**config.mk**
```make
export PLATFORM = sky130hd
export DESIGN_NAME = ring_johnson_counter
export DESIGN_NICKNAME = d
export VERILOG_FILES = /design/src/rtl/ring_johnson_counter.sv
export SDC_FILE = /design/constraint.sdc
export NUM_CORES = 1
export LEC_CHECK = 0
export BUFFER_PORTS_ARGS = -buffer_cell sky130_fd_sc_hd__buf_2
export CAP_MARGIN = 20
export CORE_AREA = 2 2 39 41
export DETAILED_ROUTE_END_ITERATION = 10
export DIE_AREA = 0 0 41 43
export SYNTH_ARGS = -nofsm -noshare
export SYNTH_HDL_FRONTEND = slang
export SYNTH_SLANG_ARGS = --single-unit
```
**constraint.sdc**
```tcl
create_clock -name clk -period 1.65 [get_ports clk]
set_input_delay 0.0825 -clock clk [delete_from_list [all_inputs] [get_ports clk]]
set_output_delay 0.0825 -clock clk [all_outputs]
set_load 0.01 [all_outputs]
```
**src/rtl/ring_johnson_counter.sv**
```systemverilog
// ring_johnson_counter: ring (one-hot rotate) / Johnson (twisted ring) counter
// with direction control, parallel load, a wrap pulse and an illegal-code flag.
// Optional build macro RING_SELF_CORRECT_EN: when defined, a step taken from an
// illegal code reloads the seed instead of shifting.
module ring_johnson_counter #(
    parameter int WIDTH = 4
) (
    input  logic             clk,
    input  logic             rst,
    input  logic             en,
    input  logic             mode,
    input  logic             dir,
    input  logic             load,
    input  logic [WIDTH-1:0] load_val,
    output logic [WIDTH-1:0] q,
    output logic             wrap,
    output logic             err
);

    localparam logic [WIDTH-1:0] ONE = WIDTH'(1);

    logic [WIDTH-1:0] q_q, q_d;
    logic             mode_q, mode_d;
    logic             wrap_q, wrap_d;
    logic [WIDTH-1:0] seed;
    logic [WIDTH-1:0] shift;
    logic [WIDTH-1:0] q_inv;
    logic             ring_ok, john_ok;

    // Seed of the mode currently latched (ring: LSB one-hot, Johnson: zeros)
    assign seed = mode_q ? '0 : ONE;

    // One step of the active mode; Johnson feeds back the inverted end bit
    always_comb begin
        shift = q_q;
        if (!dir) begin
            shift = {q_q[WIDTH-2:0], (mode_q ? ~q_q[WIDTH-1] : q_q[WIDTH-1])};
        end else begin
            shift = {(mode_q ? ~q_q[0] : q_q[0]), q_q[WIDTH-1:1]};
        end
    end

    // Legal codes: ring is one-hot; Johnson is a thermometer code or its inverse
    always_comb begin
        q_inv   = ~q_q;
        ring_ok = (q_q != '0) && ((q_q & (q_q - ONE)) == '0);
        john_ok = ((q_q & (q_q + ONE)) == '0) || ((q_inv & (q_inv + ONE)) == '0);
    end

    assign err  = mode_q ? ~john_ok : ~ring_ok;
    assign q    = q_q;
    assign wrap = wrap_q;

    // Next state with priority load > mode change > step > hold
    always_comb begin
        q_d    = q_q;
        mode_d = mode_q;
        wrap_d = 1'b0;
        if (load) begin
            q_d = load_val;
        end else if (mode != mode_q) begin
            mode_d = mode;
            q_d    = mode ? '0 : ONE;
        end else if (en) begin
`ifdef RING_SELF_CORRECT_EN
            if (err) begin
                q_d = seed;
            end else begin
                q_d    = shift;
                wrap_d = (shift == seed);
            end
`else
            q_d    = shift;
            wrap_d = (shift == seed);
`endif
        end
    end

    // State registers; reset forces the ring seed immediately
    always_ff @(posedge clk or posedge rst) begin
        if (rst) begin
            q_q    <= ONE;
            mode_q <= 1'b0;
            wrap_q <= 1'b0;
        end else begin
            q_q    <= q_d;
            mode_q <= mode_d;
            wrap_q <= wrap_d;
        end
    end

endmodule

```
# Word-level counts from Yosys, hierarchy flattened

Index checks and enable logic that the tools add are counted.

$add $sub $neg: 3
Multipliers: 0
Div/mod/pow operators: 0
$lt $le $gt $ge: 0
Equal/unequal tests: 2
Shift-type cells: 0
Multiplexer cells: 12
Bitwise gates (word level): 9
Reductions and logical operators: 8

Operator list:

| operator                                                           | number |
|---|---|
| 4-bit 2-to-1 mux                                                   | 4 |
| 4-bit AND                                                          | 3 |
| 4-bit logical NOT                                                  | 3 |
| 4-bit by 1-bit adder with 4-bit output, second input constant      | 2 |
| 1-bit 2-to-1 mux                                                   | 8 |
| 1-bit NOT                                                          | 5 |
| 4-bit by 1-bit == test with 1-bit output                           | 1 |
| 4-bit NOT                                                          | 1 |
| 4-bit nonzero test                                                 | 1 |
| 4-bit by 1-bit subtractor with 4-bit output, second input constant | 1 |
| 3-bit nonzero test                                                 | 1 |
| 2-bit AND reduction                                                | 1 |
| 1-bit logical AND                                                  | 1 |
| 1-bit logical OR                                                   | 1 |
| 1-bit != test                                                      | 1 |

Register bits after elaboration: 6
Latch bits: 0
RAM bits: 0
Bits in read-only memories: 0
Output and inout bits: 6
Memories kept: 0

# Longest topological paths before layout

Depth in word-level cells: 7
Depth in mapped cells: 5
Depth with buffers taken out: 5

# Least setup slack after synthesis

No wires, ideal clock.

Path type: register to output
Start: register q_q[0], in the netlist q[0]
End: output err
Data arrival time: 1.293 ns
Path slack: 0.274 ns
Cell stages (with the launch flop): 5
Buffers on the path: 1
Cells stage by stage: dfstp_2 buf_6 nor4_1 a31o_2 a221oi_1

Cells in the longest elaborated chain, start to end: 7
Elaborated cells on any way between the ends: 16
Those cells by class: add/sub: 3; mux: 1; bitwise: 6; reduce/logical: 6

Ends and longest elaborated chain:

| what                                   | RTL line | text |
|---|---|---|
| from (decl)                            | 22       | `logic [WIDTH-1:0] q_q, q_d;` |
| from (signal assigned)                 | 86       | `q_q <= q_d;` |
| 4-bit NOT                              | 45       | `q_inv = ~q_q;` |
| 4-bit by 1-bit adder with 4-bit output | 47       | `john_ok = ((q_q & (q_q + ONE)) == '0) \|\| ((q_inv & (q_inv + ONE)) == '0);` |
| 4-bit AND                              | 47       |  |
| 4-bit logical NOT                      | 47       |  |
| 1-bit logical OR                       | 47       |  |
| 1-bit NOT                              | 50       | `assign err = mode_q ? ~john_ok : ~ring_ok;` |
| 1-bit 2-to-1 mux *                     | 50       |  |
| to (decl)                              | 17       | `output logic err` |

Every way passes the cells marked *; elsewhere a longest branch is shown, timed or not.

# Worst setup path after layout

Same ends and word-level chain as after synthesis.

==> flow_metrics.tcl <==
set metrics [dict create \
    status "finished, final reports clean" \
    crit_family "flip-flops" \
    synth_compound_area_share_pct 24.13 \
    routed_wl_mm 1.149 \
    drtIter0Drc 4 \
    ant_nets 0 \
    h-tree-depth 1 \
    initial_utilization_pct 36.35 \
    firstDrtPassIters 4 \
    post_dp_cell_area_um2 563.0 \
    switching_share_pct 39.53 \
    dp_hpwl_um 890.1 \
    die-area_um2 1763 \
    synth.distinct_cells 32 \
    cts_tree "done" \
    globalRouteOverflowTotal 0 \
    synth_xor_area_share_pct 1.741 \
    crit_slowest_cell "dfstp_2" \
    setup_slack_ns 0.02479 \
    post-route-util_pct 44.94 \
    cp_max_fo 7 \
    viasPerCell 5.232 \
    timing.final.crit_share_pct 98.50 \
    core_um2 1384 \
    pwr-share-seq_pct 30.1 \
    crit_chain "nor2_2, or3_1, a21oi_1, a221oi_1, buf_2" \
    hold_path.class "input port to flop" \
    clockBufferDepth 2 \
    rsz0062_at_grt "true" \
    antenna_cells 0 \
    syn_area_per_cell_um2 8.383 \
    relSlewSlack_pct 76.75 \
    synth.area.mux_share_pct 5.970 \
    critPathKind "flop to output pin" \
    portBuffers 15 \
    cts_root_buffer "clkbuf_4" \
    fin_setup_tns_ns 0 \
    rows 14 \
    leakage_nw 0.3003 \
    dp.cells 87 \
    chipHeight_um 43 \
    tightest_slew_ns 0.3488 \
    yosysWarnings 0 \
    required_ns 1.57 \
    die-width_um 41 \
    yosys.area_share.adder_pct 2.488 \
    nets 91 \
    min_period_ns 1.625 \
    synthesis.area_um2 503.0 \
    synth_top_family_by_area "compound AO/OA/AOI/OAI gates" \
    path_buf_inv 1 \
    cts_buffers 3 \
    grt_pass1_vias 460 \
    pwr-share-clk_pct 17.9 \
    fin_area_um2 621.8 \
    worst_setup_path_start_kind "flop" \
    ir_worst_vdd_mv 0.8829 \
    clkTransAtPathRegs_ns 0.05 \
    dp_slack_ns 0.2344 \
    endpoint_kind "output pin" \
    grt_pass1_wl_mm 1.814 \
    io_pins 16 \
    timing.final.hold_violations 0 \
    gp_congestion 0.8228 \
    grt_start_max_net_pins 12 \
    drive_above_1_share_pct 34.18 \
    grt_usage_pct 15.77 \
    cellPowerDensity_nw_per_um2 1297 \
    detail_route.wl_per_cell_um 12.09 \
    drc 0 \
    synthCells 60 \
    cts_resized 0 \
    clock_latency_ns 0.24 \
    setup_viol 0 \
    synthArstFlopShare_pct 100.0 \
    pwr-share-comb_pct 52.0 \
    fmax_mhz 615.3 \
    synth_nets 71 \
    vias 497 \
    final.setup_skew_ns 0.009895 \
    cap_violations 0 \
    p_int_mw 0.4876 \
    grt_antenna_before_repair 0 \
    instances_no_fill 95 \
    crit_arrival_ns 1.54 \
    slew_viol_final 0 \
    cts_sinks 6 \
    area_growth_pct 23.63 \
    crit_path_max_incr_delay_ns 0.58 \
    netSwitchingPower_mw 0.3188 \
    ys_ff_latch 6 \
    ys_seq_area_share_pct 30.10 \
    yosys.area_share.simple_pct 21.89 \
    synth_edf_count 0 \
    ys_dominant_reg_cell "dfrtp_1" \
]
[area by class of cell]
class	count	area, um^2
Timing Repair Buffer	21	122.6
Fill cell	144	762.0
Tap cell	16	20.02
Sequential cell	6	151.4
Multi-Input combinational cell	43	282.8
Clock buffer	4	26.28
Inverter	5	18.77
[layout by cell type, fill, tap and decap left out]
cell type,Yosys,routed
buf_2,1,15
nand2_1,5,5
o21ai_1,5,5
inv_1,5,5
dfrtp_1,5,5
buf_4,3,5
mux2i_1,3,3
a21oi_1,3,3
clkbuf_4,0,3
o21ai_0,2,2
nand2b_1,2,2
nor2b_1,2,2
nor3_1,2,2
nor2_1,2,2
o211ai_1,1,1
o31ai_1,1,1
nor4_1,1,1
a31o_2,1,1
nor2_2,1,1
or3_1,1,1
and2_1,1,1
a221oi_1,1,1
nand4b_1,1,1
a41oi_1,1,1
nor4b_2,1,1
a22oi_1,1,1
a211oi_1,1,1
xor2_1,1,1
o22ai_1,1,1
o31a_1,1,1
ha_1,1,1
clkbuf_1,0,1
dlygate4sd3_1,0,1
dfstp_2,1,1
[metal layers]
metal / wire length, um / track usage (%)
met1: 506 / 17.11
met2: 555 / 25.62
met3: 73 / 8.377
met4: 14 / 4.000
met5: 0 / 0
[metrics by stage]
stage,power (mW),hold slack [ns]
floorplan,0.5403,-0.1273
global placement,0.6095,-0.005979
detailed placement,0.6167,0.003519
CTS,0.8124,0.05037
global route,0.8805,0.07560
finish,0.8064,0.05986
[synth_stat cells, types with 2 or more instances]
library cell	count	area, um^2
nor2b_1	2	12.51
buf_4	3	22.52
mux2i_1	3	30.03
a21oi_1	3	15.01
nor2_1	2	7.510
nor3_1	2	10.01
nand2_1	5	18.77
nand2b_1	2	12.51
inv_1	5	18.77
o21ai_0	2	10.01
buf_6	2	22.52
dfrtp_1	5	125.1
o21ai_1	5	25.02
[final timing paths]
check,from,endpoint,slack [ns],depth (start not counted)
setup / recovery,q[0]$_DFFE_PP1P_,err,0.02,5
hold / removal,load_val[2],q[2]$_DFFE_PP0P_,0.06,3
setup reg to reg,mode_q$_DFFE_PP0P_,wrap$_DFF_PP0_,0.14,5
hold reg to reg,mode_q$_DFFE_PP0P_,mode_q$_DFFE_PP0P_,0.65,3
max in group asynchronous,rst,q[0]$_DFFE_PP1P_,1.10,3
min in group asynchronous,rst,q[2]$_DFFE_PP0P_,0.29,3
[kinds of logic after synthesis]
logic type               Yosys count
multiplexers                       3
AND/OR/NAND/NOR                   19
buffers and inverters             11
AO/OA/AOI/OAI                     19
XOR/XNOR                           1
flip-flops                         6
adder cells (fa/ha/maj)            1
[flip-flops by register name, indices dropped and copies added (netlist names)]
signal	cells
q	4
mode_q	1
wrap	1
[what timing repair did]
item                                    CTS  global route
hold buffers                              1             0
pin swaps                                 0             1
buffers inserted                          3             0
endpoints found under the hold margin     6             0
endpoints found under the setup margin    1             1
[worst register-to-register path: cells and delay by family, from the launching register on]
kind | cells | cell delay, ns
and+or+nand+nor | 2 | 0.39
DFF | 1 | 0.38
adders and majority gates | 1 | 0.34
AOI/OAI and AO/OA | 1 | 0.15
buffers and inverters | 1 | 0.15
[power by group through the flow]
stage	Sequential [mW]	Combinational (mW)	Clock, mW
floorplan	0.226	0.314	0
global route	0.251	0.462	0.167
detailed placement	0.259	0.357	0
CTS	0.241	0.419	0.152
global placement	0.257	0.352	0
finish	0.243	0.420	0.144
No activity file was read; power rests on OpenSTA's default activity.
